--- config.mk ---
export PLATFORM = sky130hd
export DESIGN_NAME = obstacle_monitor
export DESIGN_NICKNAME = d
export VERILOG_FILES = /design/src/rtl/obstacle_monitor.sv
export SDC_FILE = /design/constraint.sdc
export NUM_CORES = 1
export LEC_CHECK = 0
export BUFFER_PORTS_ARGS = -buffer_cell sky130_fd_sc_hd__buf_2
export CAP_MARGIN = 40
export CORE_MARGIN = 2
export CORE_UTILIZATION = 65
export CTS_BUF_LIST = sky130_fd_sc_hd__clkbuf_4 sky130_fd_sc_hd__clkbuf_8 sky130_fd_sc_hd__clkbuf_16
export DETAILED_ROUTE_END_ITERATION = 8
export PLACE_DENSITY = 0.85
export SYNTH_ARGS = -nofsm -noshare
export SYNTH_HDL_FRONTEND = slang
export SYNTH_SLANG_ARGS = --single-unit
export TNS_END_PERCENT = 10
--- constraint.sdc ---
create_clock -name clk -period 13.2 [get_ports clk]
set_clock_uncertainty 0.15 [all_clocks]
set_input_delay 1.32 -clock clk [delete_from_list [all_inputs] [get_ports clk]]
set_output_delay 1.32 -clock clk [all_outputs]
set_load 0.05 [all_outputs]
--- src/rtl/obstacle_monitor.sv ---
// Per-channel debounced near/clear stop decision with stale-sensor watchdog and nearest report.
// Latency: ch_stop/stale on the sampling edge, nearest one edge later; no backpressure.
module obstacle_monitor #(
   parameter int N_CH        = 3,
   parameter int DIST_W      = 12,
   parameter int STOP_CM     = 20,
   parameter int CLEAR_CM    = 30,
   parameter int DEBOUNCE    = 3,
   parameter int TIMEOUT_CYC = 50_000_000
) (
   input  logic                                    clk,
   input  logic                                    reset,
   input  logic [N_CH*DIST_W-1:0]                  distance,
   input  logic [N_CH-1:0]                         sample_valid,
   output logic [N_CH-1:0]                         ch_stop,
   output logic [N_CH-1:0]                         stale,
   output logic                                    stop_flag,
   output logic [DIST_W-1:0]                       nearest_dist,
   output logic [((N_CH > 1) ? $clog2(N_CH) : 1)-1:0] nearest_ch
);

   localparam int NCW = (N_CH > 1) ? $clog2(N_CH) : 1;
   localparam int CW  = $clog2(DEBOUNCE + 1);
   localparam int TW  = (TIMEOUT_CYC > 0) ? $clog2(TIMEOUT_CYC + 1) : 1;

   localparam logic [DIST_W-1:0] STOP_T    = DIST_W'(STOP_CM);
   localparam logic [DIST_W-1:0] CLEAR_T   = DIST_W'(CLEAR_CM);
   localparam logic [DIST_W-1:0] DIST_ONES = '1;
   localparam logic [CW-1:0]     DEB_T     = CW'(DEBOUNCE);
   localparam logic [TW-1:0]     TMAX      = TW'(TIMEOUT_CYC);

   typedef enum logic [1:0] {
      S_CLEAR,
      S_ARMING,
      S_STOP,
      S_RELEASING
   } state_t;

   state_t              state_q [N_CH];
   state_t              state_d [N_CH];
   logic [CW-1:0]       cnt_q   [N_CH];
   logic [CW-1:0]       cnt_d   [N_CH];
   logic [TW-1:0]       tcnt_q  [N_CH];
   logic [TW-1:0]       tcnt_d  [N_CH];
   logic [DIST_W-1:0]   last_q  [N_CH];
   logic [DIST_W-1:0]   last_d  [N_CH];
   logic [DIST_W-1:0]   dist_ch [N_CH];

   logic [N_CH-1:0]     stale_q, stale_d;
   logic [N_CH-1:0]     ch_stop_q, ch_stop_d;
   logic [N_CH-1:0]     is_near, is_far, expire;
   logic [DIST_W-1:0]   nearest_dist_q, nearest_dist_d;
   logic [NCW-1:0]      nearest_ch_q, nearest_ch_d;

   for (genvar g = 0; g < N_CH; g++) begin : g_ch
      assign dist_ch[g] = distance[g*DIST_W +: DIST_W];
      assign is_near[g] = (dist_ch[g] <= STOP_T);
      assign is_far[g]  = (dist_ch[g] >  CLEAR_T);
   end

   // Watchdog: expire fires only on the edge the counter first reaches TMAX;
   // a sample in that cycle clears the counter instead, so it wins.
   always_comb begin
      expire = '0;
      for (int i = 0; i < N_CH; i++) begin
         tcnt_d[i] = tcnt_q[i];
         if (TIMEOUT_CYC > 0) begin
            if (sample_valid[i]) begin
               tcnt_d[i] = '0;
            end else if (tcnt_q[i] != TMAX) begin
               tcnt_d[i] = tcnt_q[i] + TW'(1);
               expire[i] = (tcnt_q[i] + TW'(1) == TMAX);
            end
         end
      end
   end

   always_comb begin
      stale_d   = stale_q;
      ch_stop_d = ch_stop_q;
      for (int i = 0; i < N_CH; i++) begin
         state_d[i] = state_q[i];
         cnt_d[i]   = cnt_q[i];
         last_d[i]  = last_q[i];
         if (sample_valid[i]) begin
            stale_d[i] = 1'b0;
            last_d[i]  = dist_ch[i];
            case (state_q[i])
               S_CLEAR: begin
                  if (is_near[i]) begin
                     if (DEBOUNCE == 1) begin
                        state_d[i] = S_STOP;
                        cnt_d[i]   = '0;
                     end else begin
                        state_d[i] = S_ARMING;
                        cnt_d[i]   = CW'(1);
                     end
                  end
               end
               S_ARMING: begin
                  if (!is_near[i]) begin
                     state_d[i] = S_CLEAR;
                     cnt_d[i]   = '0;
                  end else if (cnt_q[i] + CW'(1) == DEB_T) begin
                     state_d[i] = S_STOP;
                     cnt_d[i]   = '0;
                  end else begin
                     cnt_d[i]   = cnt_q[i] + CW'(1);
                  end
               end
               S_STOP: begin
                  if (is_far[i]) begin
                     if (DEBOUNCE == 1) begin
                        state_d[i] = S_CLEAR;
                        cnt_d[i]   = '0;
                     end else begin
                        state_d[i] = S_RELEASING;
                        cnt_d[i]   = CW'(1);
                     end
                  end
               end
               S_RELEASING: begin
                  if (!is_far[i]) begin
                     state_d[i] = S_STOP;
                     cnt_d[i]   = '0;
                  end else if (cnt_q[i] + CW'(1) == DEB_T) begin
                     state_d[i] = S_CLEAR;
                     cnt_d[i]   = '0;
                  end else begin
                     cnt_d[i]   = cnt_q[i] + CW'(1);
                  end
               end
               default: begin
                  state_d[i] = S_STOP;
                  cnt_d[i]   = '0;
               end
            endcase
         end else if (expire[i]) begin
            stale_d[i] = 1'b1;
            state_d[i] = S_STOP;
            cnt_d[i]   = '0;
         end
         ch_stop_d[i] = (state_d[i] == S_STOP) || (state_d[i] == S_RELEASING);
      end
   end

   // Strict less-than while scanning upward keeps ties on the lowest index.
   always_comb begin
      nearest_dist_d = last_q[0];
      nearest_ch_d   = '0;
      for (int i = 1; i < N_CH; i++) begin
         if (last_q[i] < nearest_dist_d) begin
            nearest_dist_d = last_q[i];
            nearest_ch_d   = NCW'(i);
         end
      end
   end

   always_ff @(posedge clk or posedge reset) begin
      if (reset) begin
         for (int i = 0; i < N_CH; i++) begin
            state_q[i] <= S_STOP;
            cnt_q[i]   <= '0;
            tcnt_q[i]  <= '0;
            last_q[i]  <= DIST_ONES;
         end
         stale_q        <= '0;
         ch_stop_q      <= '1;
         nearest_dist_q <= DIST_ONES;
         nearest_ch_q   <= '0;
      end else begin
         for (int i = 0; i < N_CH; i++) begin
            state_q[i] <= state_d[i];
            cnt_q[i]   <= cnt_d[i];
            tcnt_q[i]  <= tcnt_d[i];
            last_q[i]  <= last_d[i];
         end
         stale_q        <= stale_d;
         ch_stop_q      <= ch_stop_d;
         nearest_dist_q <= nearest_dist_d;
         nearest_ch_q   <= nearest_ch_d;
      end
   end

   assign ch_stop      = ch_stop_q;
   assign stale        = stale_q;
   assign stop_flag    = |ch_stop_q;
   assign nearest_dist = nearest_dist_q;
   assign nearest_ch   = nearest_ch_q;

endmodule

== Word level (Yosys, flattened, before mapping) ==
Index checks and enable logic that the tools add are counted.

* Add/sub/neg operators: 6
* $lt $le $gt $ge: 8
* Equal/unequal tests: 30
* Muxes and demuxes: 73
* Reduce and logical (&&, ||, !) cells: 16

{| class="wikitable"
|+ Operators with widths
! cell !! number
|-
| $mux W26 || 6
|-
| $mux W2 || 46
|-
| $add A26 B1 Y26 const B || 3
|-
| $eq A26 B26 Y1 const B || 3
|-
| $ne A26 B26 Y1 const B || 3
|-
| $pmux W2 S4 || 6
|-
| $gt A12 B5 Y1 const B || 3
|-
| $le A12 B5 Y1 const B || 3
|-
| $eq A2 B2 Y1 const B || 15
|-
| $lt A12 B12 Y1 || 2
|-
| $mux W12 || 2
|-
| $ne A3 B3 Y1 const B || 6
|-
| $mux W1 || 13
|-
| $reduce_bool A2 Y1 || 6
|-
| $reduce_and A3 Y1 || 3
|-
| $add A2 B1 Y2 const B || 3
|-
| $eq A2 B1 Y1 const B || 3
|-
| $logic_not A2 Y1 || 3
|-
| $logic_or A1 B1 Y1 || 3
|-
| $reduce_or A3 Y1 || 1
|}

* Bits in registers: 146
* Bits of input ports: 41
* Output and inout port bits: 21
* Word-level logic and storage cells: 151

== Depth between registers and ports, before layout ==
Gate-level depths: netlist of run 1.

* Word-level depth: 8
* Mapped depth: 18
* Mapped depth without buffers: 15

== Worst setup path after synthesis of run 1 ==
OpenSTA, ideal clock, no wires.

* Path type: register to register
* Start point: reg last_q[27] in the netlist's numbering
* End point: reg nearest_dist_q[10] (netlist: nearest_dist[10])
* Setup time: 75 ps
* Data arrival time: 3891 ps
* Required time: 12975 ps
* Setup slack: 9085 ps
* Cell stages (with the launch flop): 19
* Path buffers: 3
* Period minus slack after synthesis: 4115 ps
* Path through: dfstp_2 > inv_1 > ha_1 > a2111oi_0 > o21ai_0 > a221oi_2 > clkbuf_1 > nor2_1 > a21oi_1 > ha_1 > a21oi_1 > nor2_1 > a2111oi_0 > o21ai_0 > o211ai_1 > and3_1 > buf_2 > buf_2 > mux2i_1

* Cells in the longest elaborated chain, start to end: 4

{| class="wikitable"
|+ Ends and longest elaborated chain
! item !! line !! source
|-
| from (decl) || 45 || <nowiki>logic [DIST_W-1:0] last_q [N_CH];</nowiki>
|-
| from (signal, indexed assignment) || 176 || <nowiki>last_q[i] <= last_d[i];</nowiki>
|-
| $lt A12 B12 Y1 || 152 || <nowiki>if (last_q[i] < nearest_dist_d) begin</nowiki>
|-
| $mux W12 (*) || 152 ||
|-
| $lt A12 B12 Y1 || 152 ||
|-
| $mux W12 (*) || 152 ||
|-
| named net nearest_dist_d[10] || 52 || <nowiki>logic [DIST_W-1:0] nearest_dist_q, nearest_dist_d;</nowiki>
|-
| to (signal assigned) || 180 || <nowiki>nearest_dist_q <= nearest_dist_d;</nowiki>
|-
| to (decl) || 52 ||
|}

Mark *: on every way through the listed nets, which the timed path passes. The rest lies on a longest branch.
A chain may end at the register's enable or synchronous reset.

== Final worst setup path of run 1 ==
* Start point: reg last_q[27] in the netlist's numbering
* End point: reg nearest_dist_q[5] (netlist: nearest_dist[5])

The elaborated chain is that of the path after synthesis.

==> reports/metrics.cfg, run 1 <==
[cells_and_area]
antenna_cells=0
drive_gt1_share_pct=18.8
n_fill_cell=900
final_nets=1009
area_growth_pct=11.0
layout_common_cells=122 x nor2_1, 92 x dfrtp_1, 74 x nand2_1
mostFrequentLayoutCell=nor2_1
final_util_pct=73.9

[floorplanning]
die_area_um2=13800
ios=62
initial_utilization_pct=66.5
die_width_um=117
fp.dieH_um=117
core_area_um2=12600
fp-row-count=41

[clocking]
cts_sinks=146
cts_setup_buffers=0
clockBufferDepth=2
cts_tree=built
clk_pin_slew_ns=0.06
cts_max_level=4
clock_latency_ns=0.42
numCtsBuffers=17
cts_hold_buf=0
cts-root-buf=clkbuf_16
cts_resized=0

[sta]
hold_violations=0
rsz0062_at_grt=false
timing.final.ws_setup_ns=8.30
max_clock_freq_ghz=0.204
setup_viol=0
setup_tns_ns=0
tightest_slew_ns=0.834
fin_crit_sh_pct=37.1
whs_ns=0.326
min_period_ns=4.90
relSlewSlack_pct=44.4
drv_slew=0

[yosys]
async_reset_ff_share_pct=100
synth_nets=970
synth.avg_cell_area_um2=9.31
syn_inst=898
yosysWarnings=0
synth_enable_flop_cells=0
synth_area_um2=8360
synth-seq-area-share_pct=44.5
ys_dominant_reg_cell=dfrtp_1
synth.distinct_cells=66
ys_ff_latch=146

[route]
antenna_left=0
postRouteWirelength_um=17600
viasPerCell=5.88
drtIter0Drc=477
vias=6602
dr.pass1.iters=5
drc=0
wl_per_cell_um=15.7

[pwr]
leakagePower_nw=3.99
irDropWorstVdd_v=0.000108
power_density_nw_per_um2=129

[min_path]
hold_class=flop to flop

[placement]
dp_hpwl_um=12400
routabilityCongestion=0.920
numPortBuffers=61
place_ws_ns=8.37

[global_routing]
grt_pass1_vias=6227
grt_overflow=0
grtUsageTotal_pct=26.3
grt_max_degree=67
antenna_found_initial=0
grt_pass1_wl_um=29700

[run]
cap_violations=0

[critical_path]
crit_fanout=16
end_kind=flop
arrival_ns=5.08
path_class=flop to flop
critPathLaunchType=flop
required_ns=13.38

[run_status]
outcome=complete, no violations

power breakdown:
group | switching (W) | internal [W] | total [W]
sequential | 0.0000225 | 0.000501 | 0.000524
clock | 0.000173 | 0.000277 | 0.000450
combinational | 0.000153 | 0.0000705 | 0.000223
total | 0.000348 | 0.000849 | 0.00120
worst paths after layout:
check / start / slack [ns] / end / cells past startpoint
hold / removal: stale[2] / 0.33 / stale[2] / 1
setup / recovery: last_q[27] / 8.30 / nearest_dist[5] / 16
max in group asynchronous: reset / 10.83 / last_q[5] / 4
hold reg to reg: stale[2] / 0.33 / stale[2] / 1
min in group asynchronous: reset / 0.83 / tcnt_q[29] / 2
setup reg to reg: last_q[27] / 8.30 / nearest_dist[5] / 16
critical path: stages, from the launching register on:
cell	delay [ns]
dfstp_2	0.51
inv_1	0.05
ha_1	0.29
a2111oi_0	0.34
o21ai_0	0.17
a221oi_2	0.60
buf_4	0.32
nor2_1	0.07
a21oi_1	0.21
ha_1	0.30
a21oi_1	0.15
nor2_1	0.05
a2111oi_0	0.34
o21ai_0	0.15
o211ai_1	0.09
and3_1	0.73
mux2i_1	0.30
synth_stat cells (5+ instances only):
cell type | count | area, µm²
xor2_1 | 44 | 385
nor3_1 | 22 | 110
nand2_1 | 74 | 278
nand4_1 | 25 | 156
nor2b_1 | 8 | 50.1
or3_1 | 8 | 50.1
nand3_1 | 47 | 235
and4_1 | 9 | 78.8
mux2i_1 | 17 | 170
dfrtp_1 | 92 | 2300
nor3b_1 | 10 | 75.1
nor4_1 | 15 | 93.8
inv_1 | 42 | 158
a211o_1 | 6 | 52.6
or4_1 | 5 | 37.5
buf_2 | 11 | 55.1
clkbuf_1 | 27 | 101
and3_1 | 12 | 75.1
xnor2_1 | 33 | 289
mux2_2 | 14 | 158
o211ai_1 | 10 | 75.1
a21oi_1 | 26 | 130
ha_1 | 31 | 388
o21ai_0 | 48 | 240
dfstp_2 | 54 | 1420
nor2_1 | 122 | 458
nor4b_1 | 5 | 43.8
per-layer routing:
metal  up-vias  track usage (%)  wire length [µm]
met1      3201             36.5              8190
met2       151             41.9              8350
met4         0             7.98               311
li1       3228                -                 -
met3        22             5.69               763
met5         -                0                 0
flip-flops by register name, summed over array words and instances, names as in the netlist:
signal	flops
tcnt_q	78
last_q	36
nearest_dist	12
cnt_q	6
state_q	6
ch_stop	3
stale	3
nearest_ch	2
cell families after synthesis:
family	synth area share [%]
and+or+nand+nor	24.5
DFF	44.5
AOI/OAI and AO/OA	9.93
buffers and inverters	4.47
xor gates and xnor gates	8.06
muxes	3.92
adders and majority gates	4.64
final cells by class:
type                            instances  area (µm²)  area share (%)
Sequential cell                       146        3720            40.1
Inverter                               42         163            1.75
Clock buffer                           27         537            5.78
Multi-Input combinational cell        665        4280            46.1
Timing Repair Buffer                   65         348            3.75
Tap cell                              172         215            2.32
Clock inverter                          5        25.0           0.270
through the flow:
step / power, W / instances / cell area, µm²
after floorplan: 0.000697 / 898 / 8360
after global placement: 0.000745 / 1089 / 8700
after detailed placement: 0.000751 / 1090 / 8720
after CTS: 0.00120 / 1122 / 9280
after global routing: 0.00125 / 1122 / 9280
final: 0.00120 / 1122 / 9280
No activity file was read; power rests on OpenSTA's default activity.
==> inputs of run 2 (changes only) <==
Settings changed: CORE_UTILIZATION 65 to 55, PLACE_DENSITY 0.85 to 0.77.
Clock period 13.2 ns to 4.1 ns, I/O delays scaled along.
==> reports/metrics.cfg, run 2 (same netlist as run 1, synthesis figures left out) <==
[sta]
min_period_ns=3.88  ; was 4.90 ns
relSlewSlack_pct=51.2  ; was 44.4%
setup_viol=0  ; unchanged
drv_slew=0  ; unchanged
max_clock_freq_ghz=0.257  ; was 0.204 GHz
hold_violations=0  ; unchanged
fin_crit_sh_pct=94.7  ; was 37.1%
whs_ns=0.0695  ; was 0.326 ns
tightest_slew_ns=0.725  ; was 0.834 ns

[cells_and_area]
drive_gt1_share_pct=20.1  ; was 18.8%
max_flop_register=tcnt_q  ; unchanged
largest_reg_flops=78  ; unchanged
design_area_um2=9530  ; was 9280 µm²
antenna_cells=0  ; unchanged
layout_common_cells=122 x nor2_1, 92 x dfrtp_1, 74 x nand2_1  ; unchanged
final_util_pct=63.4  ; was 73.9%
area_growth_pct=13.9  ; was 11.0%
mostFrequentLayoutCell=nor2_1  ; unchanged
final_nets=1019  ; was 1009
n_fill_cell=1226  ; was 900
instances_no_fill=1148  ; was 1122

[placement]
numPortBuffers=61  ; unchanged
place_area_um2=8820  ; was 8720 µm²
routabilityCongestion=0.913  ; was 0.920
dp_hpwl_um=12700  ; was 12400 µm
dp_cells=1113  ; was 1090

[floorplanning]
die_width_um=127  ; was 117 µm
fp-row-count=45  ; was 41
initial_utilization_pct=55.6  ; was 66.5%
core_area_um2=15000  ; was 12600 µm²
fp.dieH_um=127  ; was 117 µm
ios=62  ; unchanged
die_area_um2=16200  ; was 13800 µm²

[pwr]
irDropWorstVdd_v=0.000319  ; was 0.000108 V
leakagePower_nw=4.08  ; was 3.99 nW
power_density_nw_per_um2=440  ; was 129 nW/µm²

[route]
vias=6578  ; was 6602
dr.pass1.iters=5  ; unchanged
wl_per_cell_um=15.7  ; about the same
postRouteWirelength_um=18000  ; was 17600 µm
drtIter0Drc=417  ; was 477
drc=0  ; unchanged
antenna_left=0  ; unchanged
viasPerCell=5.73  ; was 5.88

[min_path]
hold_class=input pin to flop  ; was flop to flop

[critical_path]
critical_path.slowest_cell=dfstp_2  ; was and3_1
critPathLaunchType=flop  ; unchanged
required_ns=4.29  ; was 13.38 ns
worst-path-buf-inv=3  ; was 2
end_kind=flop  ; unchanged
crit_fanout=11  ; was 16
crit_family=compound AO/OA/AOI/OAI gates  ; unchanged
arrival_ns=4.07  ; was 5.08 ns
path_cells=inv_1 > ha_1 > a2111oi_2 > o21ai_1 > a221oi_2 > buf_4 > nor2_1 > a21oi_2 > ha_1 > nand2_1 > nor2_1 > a2111oi_0 > o21ai_0 > o211ai_1 > and3_2 > buf_12 > mux2i_1  ; was inv_1 > ha_1 > a2111oi_0 > o21ai_0 > a221oi_2 > buf_4 > nor2_1 > a21oi_1 > ha_1 > a21oi_1 > nor2_1 > a2111oi_0 > o21ai_0 > o211ai_1 > and3_1 > mux2i_1
path_class=flop to flop  ; unchanged
critPathMaxStageDelay_ns=0.52  ; was 0.73 ns

[global_routing]
grt_max_degree=82  ; was 67
grtUsageTotal_pct=22.8  ; was 26.3%
grt_overflow=0  ; unchanged
antenna_found_initial=0  ; unchanged
grt_pass1_vias=6187  ; was 6227
grt_pass1_wl_um=29800  ; was 29700 µm

[clocking]
cts_max_level=4  ; unchanged
clk_pin_slew_ns=0.06  ; about the same
cts_tree=built  ; unchanged
cts_sinks=146  ; unchanged
clockBufferDepth=2  ; unchanged
clock_latency_ns=0.42  ; about the same
numCtsBuffers=17  ; unchanged
cts-root-buf=clkbuf_16  ; unchanged

[run_status]
outcome=complete, no violations  ; unchanged

[run]
cap_violations=0  ; unchanged

[run 2: power breakdown]
part | switching [W] | internal [W]
clock | 0.000593 | 0.00115
sequential | 0.0000774 | 0.00161
combinational | 0.000497 | 0.000264
[run 2: final cells by class]
type / count / area (µm²) / share of cell area [%]
clock buffers: 22 / 488 / 5.12
well taps: 188 / 235 / 2.47
flip-flops and latches: 146 / 3720 / 39.1
repair buffers: 75 / 450 / 4.73
inverters: 42 / 161 / 1.69
clock inverters: 10 / 178 / 1.86
multi-input cells: 665 / 4290 / 45.1
[run 2: worst reg2reg max path, cell delays in order, from the launching register on]
cell and delay (ns):
dfstp_2 0.52, inv_1 0.05, ha_1 0.30, a2111oi_2 0.29
o21ai_1 0.14, a221oi_2 0.39, buf_4 0.22, nor2_1 0.06
a21oi_2 0.14, ha_1 0.27, nand2_1 0.08, nor2_1 0.04
a2111oi_0 0.32, o21ai_0 0.13, o211ai_1 0.09, and3_2 0.25
buf_12 0.15, mux2i_1 0.22
[run 2: stage by stage]
step                      setup slack, ns  power (W)  TNS, ns
after floorplan                   -0.0155    0.00224   -0.139
after global placement              0.247    0.00243        0
after detailed placement           0.0572    0.00245        0
after CTS                          0.0450    0.00421        0
after global routing              -0.0678    0.00437   -0.561
final                               0.216    0.00419        0
[run 2: what timing repair did]
action	CTS	global route
hold buffers	1	0
endpoints found under the setup margin	0	14
setup buffers	0	2
endpoints found under the hold margin	13	0
resized for setup	0	7
[run 2: path summary, 6_finish.rpt]
check	startpoint	to	slack, ns	cells past startpoint
setup / recovery	last_q[27]	nearest_dist[5]	0.22	17
hold / removal	distance[32]	last_q[8]	0.07	3
setup reg to reg	last_q[27]	nearest_dist[5]	0.22	17
hold reg to reg	stale[2]	stale[2]	0.32	1
max in group asynchronous	reset	last_q[8]	2.48	5
min in group asynchronous	reset	tcnt_q[55]	0.37	3
[run 2: layer usage]
metal,track usage (%),part of all wire [%],vias up
met4,6.79,1.5,0
met3,4.36,3.6,24
met2,37.2,48,130
li1,-,-,3249
met1,31.1,47,3175
met5,0,0,-
